$ cat src/rtl/pc_fetch_sequencer.sv
// Fetch-stage PC owner: sequences imem req/ack, buffers fetched instructions toward ID, and arbitrates redirects.
// Define PC_SEQ_MISALIGN_CHECK_EN to report misaligned redirect targets instead of silently aligning them.
module pc_fetch_sequencer #(
  parameter logic [31:0] RESET_PC = 32'h0000_0000
) (
  input  logic        clk,
  input  logic        rst_n,
  output logic [31:0] pc,
  output logic        pc_src,
  output logic [31:0] jpc,
  input  logic [31:0] npc,
  output logic        imem_req,
  output logic [31:0] imem_addr,
  input  logic        imem_ack,
  input  logic [31:0] imem_rdata,
  output logic        if_valid,
  output logic [31:0] if_pc,
  output logic [31:0] if_instr,
  input  logic        id_ready,
  input  logic        trap,
  input  logic [31:0] trap_pc,
  input  logic        br_ex,
  input  logic [31:0] br_ex_pc,
  input  logic        jmp_id,
  input  logic [31:0] jmp_id_pc,
  output logic        misalign,
  output logic [31:0] misalign_addr
);

  typedef enum logic [1:0] {IDLE, FETCH, HOLD, DRAIN} state_t;

  state_t      state, next_state;
  logic        skid_valid;
  logic [31:0] skid_pc, skid_instr;
  logic [31:0] drain_pc;
  logic [1:0]  drain_prio;
  logic        redir_any, redir_ok, drain_replace;
  logic [1:0]  redir_prio;
  logic [31:0] redir_sel, redir_pc;
  logic        pc_load, flush, drain_load, cap_slot, cap_skid, slot_free;

  // Priority code: 1 = trap, 2 = EX branch, 3 = ID jal; lower number wins.
  always_comb begin
    redir_any  = trap | br_ex | jmp_id;
    redir_sel  = 32'h0;
    redir_prio = 2'd0;
    if (trap) begin
      redir_sel  = trap_pc;
      redir_prio = 2'd1;
    end else if (br_ex) begin
      redir_sel  = br_ex_pc;
      redir_prio = 2'd2;
    end else if (jmp_id) begin
      redir_sel  = jmp_id_pc;
      redir_prio = 2'd3;
    end
  end

`ifdef PC_SEQ_MISALIGN_CHECK_EN
  logic misaligned;
  assign misaligned = redir_any && (redir_sel[1:0] != 2'b00);
  assign redir_ok   = redir_any && !misaligned;
  assign redir_pc   = redir_sel;

  always_ff @(posedge clk or negedge rst_n) begin
    if (!rst_n) begin
      misalign      <= 1'b0;
      misalign_addr <= 32'h0;
    end else begin
      misalign <= misaligned;
      if (misaligned) misalign_addr <= redir_sel;
    end
  end
`else
  assign redir_ok      = redir_any;
  assign redir_pc      = redir_sel & 32'hFFFF_FFFC;
  assign misalign      = 1'b0;
  assign misalign_addr = 32'h0;
`endif

  assign imem_req  = (state == FETCH) || (state == DRAIN);
  assign imem_addr = pc;
  assign slot_free = !if_valid || id_ready;

  always_comb begin
    next_state    = state;
    pc_src        = 1'b0;
    jpc           = 32'h0;
    pc_load       = 1'b0;
    flush         = 1'b0;
    drain_load    = 1'b0;
    cap_slot      = 1'b0;
    cap_skid      = 1'b0;
    drain_replace = redir_ok && (redir_prio <= drain_prio);
    case (state)
      IDLE: begin
        next_state = FETCH;
        if (redir_ok) begin
          pc_src  = 1'b1;
          jpc     = redir_pc;
          pc_load = 1'b1;
          flush   = 1'b1;
        end
      end
      FETCH: begin
        if (imem_ack) begin
          pc_load = 1'b1;
          if (redir_ok) begin
            pc_src = 1'b1;
            jpc    = redir_pc;
            flush  = 1'b1;
          end else if (slot_free) begin
            cap_slot = 1'b1;
          end else begin
            cap_skid   = 1'b1;
            next_state = HOLD;
          end
        end else if (redir_ok) begin
          drain_load = 1'b1;
          flush      = 1'b1;
          next_state = DRAIN;
        end
      end
      HOLD: begin
        if (redir_ok) begin
          pc_src     = 1'b1;
          jpc        = redir_pc;
          pc_load    = 1'b1;
          flush      = 1'b1;
          next_state = FETCH;
        end else if (if_valid && id_ready) begin
          next_state = FETCH;
        end
      end
      DRAIN: begin
        // The in-flight fetch must still complete; only its data is thrown away.
        if (drain_replace) begin
          drain_load = 1'b1;
          flush      = 1'b1;
        end
        if (imem_ack) begin
          pc_src     = 1'b1;
          jpc        = drain_replace ? redir_pc : drain_pc;
          pc_load    = 1'b1;
          next_state = FETCH;
        end
      end
      default: next_state = IDLE;
    endcase
  end

  always_ff @(posedge clk or negedge rst_n) begin
    if (!rst_n) begin
      state      <= IDLE;
      pc         <= RESET_PC;
      drain_pc   <= 32'h0;
      drain_prio <= 2'd3;
    end else begin
      state <= next_state;
      if (pc_load) pc <= npc;
      if (drain_load) begin
        drain_pc   <= redir_pc;
        drain_prio <= redir_prio;
      end
    end
  end

  // Output slot plus one-entry skid buffer; the skid refills the slot when ID consumes.
  always_ff @(posedge clk or negedge rst_n) begin
    if (!rst_n) begin
      if_valid   <= 1'b0;
      if_pc      <= 32'h0;
      if_instr   <= 32'h0;
      skid_valid <= 1'b0;
      skid_pc    <= 32'h0;
      skid_instr <= 32'h0;
    end else if (flush) begin
      if_valid   <= 1'b0;
      skid_valid <= 1'b0;
    end else begin
      if (cap_slot) begin
        if_valid <= 1'b1;
        if_pc    <= pc;
        if_instr <= imem_rdata;
      end else if (if_valid && id_ready) begin
        if_valid   <= skid_valid;
        if_pc      <= skid_pc;
        if_instr   <= skid_instr;
        skid_valid <= 1'b0;
      end
      if (cap_skid) begin
        skid_valid <= 1'b1;
        skid_pc    <= pc;
        skid_instr <= imem_rdata;
      end
    end
  end

endmodule
$ cat config.mk
export PLATFORM = sky130hd
export DESIGN_NAME = pc_fetch_sequencer
export DESIGN_NICKNAME = d
export VERILOG_FILES = /design/src/rtl/pc_fetch_sequencer.sv
export SDC_FILE = /design/constraint.sdc
export NUM_CORES = 1
export LEC_CHECK = 0
export CORE_ASPECT_RATIO = 1.1
export CORE_UTILIZATION = 46
export DETAILED_ROUTE_END_ITERATION = 8
export GPL_TIMING_DRIVEN = 0
export HOLD_SLACK_MARGIN = 0.05
export PLACE_DENSITY = 0.84
export SYNTH_ARGS = -nofsm -noshare
export SYNTH_HDL_FRONTEND = slang
export SYNTH_SLANG_ARGS = --single-unit
$ cat constraint.sdc
create_clock -name clk -period 7.85 [get_ports clk]
set_input_delay 1.57 -clock clk [delete_from_list [all_inputs] [get_ports clk]]
set_output_delay 1.57 -clock clk [all_outputs]
set_load 0.02 [all_outputs]
==> results.py <==
metrics = {
    "clock_tree": {
        "cts_resized": 0,
        "clkLatencyLatePin_ns": 0.43,
        "clk_path_buf_depth": 2,
        "cts_buffers": 17,
        "hold_buffers": 0,
        "post_cts_buffers": 0,
        "cts_max_level": 4,
        "clkTransAtPathRegs_ns": 0.07,
        "cts-root-buf": "clkbuf_16",
        "tritoncts": "built",
        "cts_sinks": 196,
    },
    "flow_run": {
        "cap_viol_max_count": 0,
    },
    "yosys": {
        "synth_area_per_cell_sq_um": 13.4,
        "ys_ff_latch": 196,
        "ys_async_sr_fraction_pct": 100,
        "syn-cell-area_sq_um": 9940,
        "yosysWarningCount": 0,
        "synth_cell_types": 40,
        "synth-main-ff-cell": "dfrtp_1",
        "syn-instance-count": 743,
        "synth_seq_area_share_pct": 49.4,
        "synth_edf_count": 0,
    },
    "routing": {
        "drc": 0,
        "drt_iter0_markers": 270,
        "dr.pass1.iters": 4,
        "viasPerCell": 4.97,
        "wire_per_inst_um": 17.9,
        "ant_nets": 0,
        "wirelength_um": 25500,
        "vias": 7069,
    },
    "cells_and_area": {
        "layout-drive-gt1-share_pct": 32.0,
        "fin_cells": 1421,
        "area_growth_pct": 43.5,
        "fill_cells": 1586,
        "final_net_count": 1286,
    },
    "sta": {
        "setup_violations": 0,
        "clock.fmax_mhz": 147,
        "post-route-min-period_ns": 6.80,
        "report.final.slew_viol_count": 0,
        "finalWorstSetupSlack_ns": 1.05,
        "tightest_slew_ns": 0.686,
        "relSlewSlack_pct": 54.2,
        "rsz0062_at_grt": "no",
        "finClkSkew_ns": 0.00868,
        "hold_violations": 0,
        "min_period_over_period_pct": 86.6,
    },
    "setup_path": {
        "crit_type": "input port to output port",
        "slowest_delay_ns": 0.64,
        "r2r_slack_ns": 5.15,
        "r2r_end": "if_instr[31]",
        "ff2ff_path_depth": 7,
        "cp_max_fo": 10,
        "arrival_ns": 5.23,
        "crit_chain": "clkdlybuf4s50_1, buf_2, clkbuf_1, nor2_1, ha_1, nor2b_1, o2111ai_1, and2_1, clkbuf_1, a32o_1, clkdlybuf4s50_1",
        "path_buf_inv": 5,
        "cp.required_ns": 6.28,
        "end_kind": "output port",
        "critical-path-slowest-cell": "clkdlybuf4s50_1",
        "worstSetupStartpointType": "input port",
        "crit_family": "buffers and inverters",
        "timing.rr.start": "drain_prio[1]",
    },
    "floorplan": {
        "dieArea_sq_um": 22200,
        "fp.dieH_um": 156,
        "coreArea_sq_um": 21200,
        "fp.dieW_um": 142,
        "rows": 56,
        "pin_count": 363,
        "initial_core_util_pct": 46.8,
    },
    "global_route": {
        "grt_pass1_vias": 7214,
        "grt_max_degree": 113,
        "grt_pass1_wl_um": 39100,
        "overflow": 0,
        "grt_usage_pct": 22.9,
        "antenna_found_initial": 3,
    },
    "placed_design": {
        "dp.cells": 1388,
        "pre_cts_ws_ns": 1.04,
        "place_congestion": 0.791,
        "numPortBuffers": 320,
        "hpwl_um": 19000,
    },
    "power": {
        "power.density_nw_per_um2": 188,
        "power.total_uw": 2690,
        "max-vdd-ir-drop_mv": 0.170,
        "power.leakage_uw": 0.00652,
    },
    "worst_hold_path": {
        "min_from": "drain_prio[0]",
        "hold_class": "flop to flop",
        "worstHoldEndpoint": "drain_prio[0]",
        "hold_path_depth": 2,
    },
    "run_status": {
        "status": "complete, no violations",
    },
}
==> power breakdown <==
| part | total, uW | switching [uW] | internal [uW] |
|---|---|---|---|
| Combinational | 661 | 305 | 356 |
| Sequential | 1150 | 57.2 | 1090 |
| Clock | 876 | 420 | 456 |
| Total | 2690 | 783 | 1910 |
==> stage by stage <==
step	TNS, ns	utilization [%]	instance area, sq um	hold WS, ns
final	0	67.2	14300	0.485
after global routing	0	67.2	14300	0.516
after CTS	0	67.2	14300	0.492
after detailed placement	0	64.4	13700	0.480
after global placement	-603.57	64.2	13600	0.457
after floorplan	0	-	10100	0.447
==> cell families (layout without fill, tap and decap cells) <==
group           after synthesis  count (layout)  synth area share [%]
mux                         255             255                  31.1
flops                       196             196                  49.4
buf+inv                     121             474                  8.66
compound gates              105             105                  7.56
simple gates                 63              63                  3.01
fa+ha+maj                     2               2                 0.252
other cells                   1              36                0.0377
==> synth_stat cells (7+ instances only) <==
master / instances / area, sq um
a22o_1: 30 / 263
o21ai_0: 34 / 170
buf_6: 8 / 90.1
buf_2: 7 / 35.0
dfrtp_1: 194 / 4850
a22oi_1: 31 / 233
clkbuf_1: 22 / 82.6
nand2_1: 38 / 143
mux2_1: 23 / 259
mux2_2: 171 / 1930
mux2_4: 60 / 901
buf_4: 72 / 541
==> registers in the layout (all words and copies together), names as in the netlist <==
name / count
skid_pc: 32
if_valid: 1
drain_prio: 2
skid_valid: 1
if_instr: 32
if_pc: 32
drain_pc: 30
imem_addr: 32
skid_instr: 32
state: 2
==> worst register-to-register path: cells and delay by family, from the launching register on <==
| family | cells | cell delay (ns) |
|---|---|---|
| adders and majority gates | 1 | 0.27 |
| AOI/OAI and AO/OA | 2 | 0.96 |
| muxes | 1 | 0.32 |
| DFF | 1 | 0.53 |
| and+or+nand+nor | 1 | 0.21 |
| buffers and inverters | 2 | 0.31 |
==> cell type report <==
cell class	instances	area (sq um)	share of cell area, %
Tap cell	290	363	2.54
Clock buffer	18	429	3.01
Sequential cell	196	4910	34.4
Timing Repair Buffer	321	3240	22.7
Antenna cell	1	2.50	0.0175
Buffer	117	846	5.93
Inverter	4	15.0	0.105
Multi-Input combinational cell	460	4300	30.2
Clock inverter	14	165	1.16
==> worst max path at each step <==
| stage | startpoint | end | slack (ns) | cells after the start |
|---|---|---|---|---|
| 2_1_floorplan | trap | jpc[2] | 2.66 | 9 |
| 5_1_grt | jmp_id | jpc[2] | 0.77 | 11 |
| 3_3_place_gp | rst_n | skid_instr[8] | -3.13 | 1 |
| 4_1_cts | jmp_id | jpc[15] | 1.02 | 11 |
| 3_5_place_dp | jmp_id | jpc[15] | 1.04 | 11 |
| 6_report | trap | jpc[2] | 1.05 | 11 |
==> cells in the final DEF (no fill, tap or decap), types with 5 or more instances in the layout <==
| cell | instances |
|---|---|
| clkbuf_16 | 17 |
| o21ai_0 | 34 |
| nand2_1 | 38 |
| buf_2 | 7 |
| dfrtp_1 | 194 |
| conb_1 | 35 |
| a22oi_1 | 31 |
| mux2_1 | 23 |
| mux2_4 | 60 |
| mux2_2 | 171 |
| clkdlybuf4s50_1 | 319 |
| buf_8 | 7 |
| buf_6 | 8 |
| a22o_1 | 30 |
| buf_4 | 72 |
| nor2_1 | 5 |
| clkbuf_1 | 23 |
==> layer usage <==
layer | vias to the layer above | global-route usage (%) | part of all wire, % | wire length, um
li1 | 3327 | - | - | -
met1 | 3473 | 26.3 | 39 | 9860
met2 | 232 | 40.4 | 51 | 13100
met3 | 33 | 7.73 | 8.4 | 2130
met4 | 4 | 6.40 | 1.4 | 356
met5 | - | 0 | 0.090 | 23
Note: power is estimated with default switching activity, not from simulation.
==> patch: new RTL, same flow settings <==
The option `PC_SEQ_MISALIGN_CHECK_EN` is turned on by a define.
--- a/src/rtl/pc_fetch_sequencer.sv
+++ b/src/rtl/pc_fetch_sequencer.sv
@@ -1,5 +1,7 @@
 // Fetch-stage PC owner: sequences imem req/ack, buffers fetched instructions toward ID, and arbitrates redirects.
 // Define PC_SEQ_MISALIGN_CHECK_EN to report misaligned redirect targets instead of silently aligning them.
+`define PC_SEQ_MISALIGN_CHECK_EN
+
 module pc_fetch_sequencer #(
   parameter logic [31:0] RESET_PC = 32'h0000_0000
 ) (
Formal check against the unedited RTL: not equivalent (a bounded check fails within 4 cycles, from zero or initial values and one cycle with rst_n low).
==> patch against the original RTL <==
Via count up 11%. Cell count up 5.1%. Wire length up 15%. Cell area up 8.8%. Non-clock buffer count up 7. Worst setup slack worse by 0.20 ns. Sequential cell count up 35. Synthesized area up 7.1%. Fmax down 2.9%. Count of clock-buffer cells in the layout up 22. Register-to-register slack worse by 0.04 ns.
Power is not compared: it rests on default switching activity, and its combinational part moved more than twofold at a synthesized area within 25%.
==> patch: results (changes against the original RTL) <==
<table>
<tr><th>Metric</th><th>Value</th></tr>
<tr><th colspan="2">GRT</th></tr>
<tr><td>Fraction of met1 tracks used by global routing</td><td>31.2% (+4.9 points)</td></tr>
<tr><td>M3 GR Usage</td><td>5.17% (-2.6 points)</td></tr>
<tr><td>Wire length of the first global-routing pass</td><td>46800 um (+20%)</td></tr>
<tr><td>Maximum number of pins on one net before global-route repair</td><td>124 (+9.7%)</td></tr>
<tr><td>Number of antenna violations at the first check in global routing</td><td>0 (-3)</td></tr>
<tr><td>GRT met2 Usage</td><td>43.7% (+3.3 points)</td></tr>
<tr><th colspan="2">Cells and area</th></tr>
<tr><td>Fraction of area in clock buffers and inverters</td><td>5.44% (+1.3 points)</td></tr>
<tr><td>Final instance area</td><td>15500 um2 (+8.8%)</td></tr>
<tr><td>Ratio of cells with drive above 1 in the final layout</td><td>28.7% (-3.3 points)</td></tr>
<tr><td>Antenna Cells</td><td>0 (-1)</td></tr>
<tr><td>Non-clock buffer instance count of the final layout</td><td>445 (+1.6%)</td></tr>
<tr><td>Fill count</td><td>1712 (+7.9%)</td></tr>
<tr><td>Share of the final layout cell area in sequential cells</td><td>37.3% (+2.9 points)</td></tr>
<tr><td>Count of clock-net buffers in the final layout</td><td>40 (+22)</td></tr>
<tr><th colspan="2">Clocking</th></tr>
<tr><td>Worst-skew pair later-pin latency</td><td>0.52 ns (+0.09 ns)</td></tr>
<tr><td>Clock tree buffer depth</td><td>3 (+1)</td></tr>
<tr><td>Number of levels in the clock H-tree</td><td>1 (-3)</td></tr>
<tr><th colspan="2">Setup path</th></tr>
<tr><td>Arrival time at the worst endpoint</td><td>5.43 ns (+0.20 ns)</td></tr>
<tr><td>Longest individual stage delay on the worst path</td><td>0.69 ns (+0.05 ns)</td></tr>
<tr><th colspan="2">Synth</th></tr>
<tr><td>Sequential cell area fraction in the yosys report</td><td>54.3% (+4.9 points)</td></tr>
<tr><td>Distinct cell type count of the synthesized netlist</td><td>35 (-13%)</td></tr>
<tr><th colspan="2">Drt</th></tr>
<tr><td>Count of vias placed by the detailed router</td><td>7865 (+11%)</td></tr>
<tr><td>Count of routing violations after the opening detailed-route iteration</td><td>336 (+24%)</td></tr>
<tr><td>Routed wl met3</td><td>1730 um (-19%)</td></tr>
<tr><th colspan="2">Outcome</th></tr>
<tr><td>Result of the run</td><td>complete, no violations</td></tr>
<tr><th colspan="2">Placed design</th></tr>
<tr><td>Area of placed instances</td><td>14700 um2 (+7.3%)</td></tr>
</table>
==> patch: cell count changes in the layout (fill, tap and decap cells not counted), moves of 5 or more <==
cell and delta:
sky130_fd_sc_hd__clkinv_2 +6, sky130_fd_sc_hd__conb_1 -35, sky130_fd_sc_hd__dfrtp_1 +35, sky130_fd_sc_hd__buf_4 -40, sky130_fd_sc_hd__clkbuf_8 +5, sky130_fd_sc_hd__mux2_2 +66
sky130_fd_sc_hd__mux2_4 -60, sky130_fd_sc_hd__mux2_1 +26, sky130_fd_sc_hd__buf_8 -6, sky130_fd_sc_hd__clkbuf_16 +10, sky130_fd_sc_hd__clkdlybuf4s50_1 +41, sky130_fd_sc_hd__buf_2 +12
==> patch: critical path: cells and delay by family <==
kind | cells | cell delay [ns]
AND/OR/NAND/NOR | 3 | 0.61
adder cells (fa/ha/maj) | 1 | 0.31
buffers and inverters | 5 | 2.28
AO/OA/AOI/OAI | 3 | 0.64
